`src/rtl/adder_tree_pkg.sv`:
```
// Shared constants and FSM state type for the adder tree sequencer.
// Contents: operand count, tree depth, counter/slot widths, seq_state_t.
package adder_tree_pkg;
  localparam int N_OPS  = 8;
  localparam int LEVELS = 3;
  localparam int CNT_W  = $clog2(N_OPS + 1);
  localparam int SLOT_W = $clog2(N_OPS);

  typedef enum logic [1:0] {
    FILL = 2'd0,
    SUM  = 2'd1,
    PIPE = 2'd2,
    HOLD = 2'd3
  } seq_state_t;
endpackage

```
`src/rtl/adder_tree_8.sv`:
```
// Combinational 3-level pairwise tree over eight unsigned operands.
// Ports: ops (8 operands), lvl2 (two level-2 partial sums), sum (full sum).
module adder_tree_8
  import adder_tree_pkg::*;
#(
  parameter int WIDTH = 6
) (
  input  logic [N_OPS-1:0][WIDTH-1:0] ops,
  output logic [1:0][WIDTH+1:0]       lvl2,
  output logic [WIDTH+LEVELS-1:0]     sum
);
  logic [3:0][WIDTH:0] lvl1;

  // Each level zero-extends by one bit so no carry is lost.
  always_comb begin
    lvl1 = '0;
    lvl2 = '0;
    for (int i = 0; i < 4; i++)
      lvl1[i] = {1'b0, ops[2*i]} + {1'b0, ops[2*i+1]};
    for (int i = 0; i < 2; i++)
      lvl2[i] = {1'b0, lvl1[2*i]} + {1'b0, lvl1[2*i+1]};
    sum = {1'b0, lvl2[0]} + {1'b0, lvl2[1]};
  end
endmodule

```
`src/rtl/adder_tree_sequencer.sv`:
```
// Frames a serial operand stream into 8 slots, sums them, returns result.
// Ports: clk, rst_n, in_* (valid/ready/data/last), out_* (valid/ready/sum/count).
// Option: define ADDER_TREE_PIPE_EN to register the level-2 partial sums.
module adder_tree_sequencer
  import adder_tree_pkg::*;
#(
  parameter int WIDTH = 6
) (
  input  logic                    clk,
  input  logic                    rst_n,
  input  logic                    in_valid,
  output logic                    in_ready,
  input  logic [WIDTH-1:0]        in_data,
  input  logic                    in_last,
  output logic                    out_valid,
  input  logic                    out_ready,
  output logic [WIDTH+LEVELS-1:0] out_sum,
  output logic [CNT_W-1:0]        out_count
);
  localparam int SUM_W = WIDTH + LEVELS;

  seq_state_t                   state;
  logic [CNT_W-1:0]             cnt;
  logic [N_OPS-1:0][WIDTH-1:0]  slots;
  logic [1:0][WIDTH+1:0]        lvl2;
  logic [SUM_W-1:0]             tree_sum;
  logic                         beat;
  logic                         hs;
  logic                         frame_end;

  // Handshake readiness is a pure function of state.
  assign in_ready  = (state == FILL);
  assign out_valid = (state == HOLD);
  assign beat      = in_valid && in_ready;
  assign hs        = out_valid && out_ready;
  assign frame_end = in_last || (cnt == CNT_W'(N_OPS - 1));

  adder_tree_8 #(
    .WIDTH (WIDTH)
  ) u_tree (
    .ops  (slots),
    .lvl2 (lvl2),
    .sum  (tree_sum)
  );

`ifdef ADDER_TREE_PIPE_EN
  logic [1:0][WIDTH+1:0] pipe_l2;
  logic [SUM_W-1:0]      pipe_sum;
  logic                  unused_tree_sum;

  assign unused_tree_sum = ^tree_sum;
  // Final tree level runs from the registered partial sums.
  assign pipe_sum = {1'b0, pipe_l2[0]} + {1'b0, pipe_l2[1]};

  always_ff @(posedge clk or negedge rst_n) begin
    if (!rst_n)
      pipe_l2 <= '0;
    else if (state == SUM)
      pipe_l2 <= lvl2;
  end
`else
  logic unused_lvl2;
  assign unused_lvl2 = ^lvl2;
`endif

  always_ff @(posedge clk or negedge rst_n) begin
    if (!rst_n) begin
      state     <= FILL;
      cnt       <= '0;
      slots     <= '0;
      out_sum   <= '0;
      out_count <= '0;
    end else begin
      unique case (state)
        FILL: begin
          if (beat) begin
            slots[cnt[SLOT_W-1:0]] <= in_data;
            cnt <= cnt + 1'b1;
            if (frame_end)
              state <= SUM;
          end
        end
        SUM: begin
          out_count <= cnt;
`ifdef ADDER_TREE_PIPE_EN
          state     <= PIPE;
`else
          out_sum   <= tree_sum;
          state     <= HOLD;
`endif
        end
        PIPE: begin
`ifdef ADDER_TREE_PIPE_EN
          out_sum <= pipe_sum;
          state   <= HOLD;
`else
          state   <= FILL;
`endif
        end
        HOLD: begin
          // Clearing slots keeps short frames from seeing stale operands.
          if (hs) begin
            slots <= '0;
            cnt   <= '0;
            state <= FILL;
          end
        end
        default: state <= FILL;
      endcase
    end
  end
endmodule
```
`config.mk`:
```
export PLATFORM = sky130hd
export DESIGN_NAME = adder_tree_sequencer
export DESIGN_NICKNAME = d
export VERILOG_FILES = /design/src/rtl/adder_tree_pkg.sv /design/src/rtl/adder_tree_8.sv /design/src/rtl/adder_tree_sequencer.sv
export SDC_FILE = /design/constraint.sdc
export NUM_CORES = 1
export LEC_CHECK = 0
export BUFFER_PORTS_ARGS = -buffer_cell sky130_fd_sc_hd__buf_2
export CORE_AREA = 5 5 92 137
export DETAILED_ROUTE_END_ITERATION = 12
export DIE_AREA = 0 0 97 142
export PLACE_DENSITY_LB_ADDON = 0.08
export SYNTH_ARGS = -nofsm -noshare
export SYNTH_HDL_FRONTEND = slang
export SYNTH_SLANG_ARGS = --single-unit
```
`constraint.sdc`:
```
create_clock -name clk -period 4.75 [get_ports clk]
set_input_delay 0.475 -clock clk [delete_from_list [all_inputs] [get_ports clk]]
set_output_delay 0.475 -clock clk [all_outputs]
set_load 0.01 [all_outputs]
```
==> flow_summary.toml <==
[placement]
place_hpwl_um = 8570
pre_cts_slack_ns = 0.622
dpl_cell_area_um2 = 4570
io_buffers = 25
gp_congestion = 0.812

[status]
status = "finished, final reports clean"

[worst_setup_path]
worst_path_max_delay_cell = "fa_1"
r2r-start = "slots[8]"
cp-start-kind = "flip-flop"
cp_max_fo = 3
crit_arrival_ns = 4.36
r2r_end = "out_sum[6]"
path_cells = "inv_1 -> fa_1 -> inv_1 -> fa_1 -> fa_1 -> inv_1 -> fa_1 -> inv_1 -> ha_1 -> fa_1 -> a21o_1 -> a22o_1 -> o31ai_1"
cp_data_required_time_ns = 4.98
reg2reg_depth = 13
cpMostUsedCell = "fa_1"
crit_start = "slots[8]"
path_class = "flip-flop to flip-flop"
end_kind = "flip-flop"
crit_family = "adder cells"
crit_cells = 13
timing.reg2reg.setup_slack_ns = 0.62
critical_path_buf_inv_count = 4
endpoint = "out_sum[6]"
slowest_delay_ns = 0.55

[clock_tree]
insertion_delay_ns = 0.33
cts_buffers = 9
postCtsSetupBuffers = 0
cts-resized-gates = 0
htreeDepth = 3
clk_pin_slew_ns = 0.06
clkSinkCount = 67
ctsHoldBuffers = 0
cts_max_path_buffers = 2
tritoncts = "done"
cts-root-buf = "clkbuf_16"

[yosys]
synthSimpleGateAreaFrac = 0.149
syn_area_um2 = 4380
yosysUniqueCellTypes = 54
synth_ff_type = "dfrtp_1"
synth_fp_nets = 501
muxShareOfSynthArea = 0
synth_cells = 445
synthAdderAreaFrac = 0.189
ys_seq_elements = 67
synth-edff-count = 0
ys_seq_area_frac = 0.383
yosys_warnings = 0
ys_async_sr_fraction = 1.00
synth_area_per_cell_um2 = 9.84
synth_compound_area_frac = 0.168
synth_top_family_by_area = "adder cells"
synthXorXnorAreaFrac = 0.00200

[timing]
max-slew-margin-rel = 0.316
fin_tns_setup_ns = 0
period_share = 0.869
max_freq_ghz = 0.242
slew_violations = 0
finClkSkew_ns = 0.00722
fin_crit_ns = 4.13
setup_ws_ns = 0.624
rsz0062_at_grt = "false"
worst_pin_slew_ns = 1.02
finalSetupViolCount = 0
hold_viol = 0

[cells_and_area]
drive_gt1_frac = 0.105
postLayoutCoreUtil = 0.428
area_growth_syn_to_layout_pct = 10.8
design_area_um2 = 4850
num_antenna_cells = 0
fin_nets = 510
fillCellCount = 1113

[route]
firstDrtPassIters = 4
drc = 0
antenna_left = 0
routedWlPerCell_um = 19.8
vias = 3252
wl_um = 12000
via_per_inst = 5.35
drtIter0Drc = 194

[floorplan]
ios = 26
design.core.area_um2 = 11400
die_area_um2 = 13800
fp.dieW_um = 97
initial_core_util = 0.386
rows = 48
fp.dieH_um = 142

[global_route]
antenna_found_initial = 0
grt_pass1_wl_um = 20000
grt_usage = 0.185
grt_start_max_net_pins = 68
grt_pass1_vias = 3436
grt_overflow = 0

[worst_hold_path]
hold_path.class = "input pin to asynchronous set/reset pin"

[run]
maxCapViolCount = 0
[synth_stat cells, drive strengths merged, types with 5 or more instances]
cell,number,area (um2)
a21oi,7,35.0
a22o,19,166
a32oi,5,43.8
buf,18,97.6
clkbuf,12,45.0
dfrtp,67,1680
fa,35,701
ha,10,125
inv,88,330
nand2,35,134
nand3,35,175
nand4b,5,43.8
nor2,7,28.8
nor3b,6,45.0
o211ai,42,320
[stage by stage]
stage | hold slack [ns] | instances
final | 0.353 | 608
after global routing | 0.435 | 608
after CTS | 0.401 | 608
after detailed placement | 0.463 | 593
after global placement | 0.460 | 593
after floorplan | 0.179 | 445
[flip-flops by register name, summed over array words and instances (netlist names)]
| register | cells |
|---|---|
| out_count | 4 |
| slots | 48 |
| state | 2 |
| cnt | 4 |
| out_sum | 9 |
[kinds of logic after synthesis]
kind of cell	count (synthesis)
buffers and inverters	120
and+or+nand+nor	115
xor gates and xnor gates	1
adders and majority gates	45
DFF	67
AOI/OAI and AO/OA	97
[layout by cell type (no fill, tap or decap), drive strengths merged, types with 2 or more instances in the layout]
cell type   n
or3b        2
dfrtp      67
and3b       3
o211ai     42
or3         2
nor2        7
nor4b       2
o22ai       4
a32oi       5
buf        28
o31ai       4
o21ai       4
nand2      35
nand2b      3
and2        2
clkbuf     14
nand4b      5
ha         10
fa         35
clkinv      2
nor3b       6
nand3      35
inv        88
a31oi       2
a21oi       7
a211oi      3
a22o       19
nor2b       4
[worst min path at each step]
stage,to,slack (ns)
6_report,slots[30],0.35
4_1_cts,slots[18],0.40
5_1_grt,slots[30],0.43
3_3_place_gp,out_count[1],0.46
2_1_floorplan,cnt[0],0.18
3_5_place_dp,out_count[1],0.46
[area by class of cell]
class	count	area, um2	area share
Clock buffer	14	274	0.0565
Tap cell	150	188	0.0387
Sequential cell	67	1680	0.345
Multi-Input combinational cell	258	2220	0.458
Inverter	90	338	0.0696
Clock inverter	1	7.51	0.00155
Timing Repair Buffer	28	148	0.0304
[layer usage]
metal | track usage | wire [um]
met3 | 0.0324 | 390
met4 | 0.0614 | 189
met1 | 0.241 | 5360
met5 | 0 | 0
met2 | 0.315 | 6100
Power is left out: the tool's default activity adds up to more than one toggle a clock period on the data nets, which glitch-free logic cannot reach.
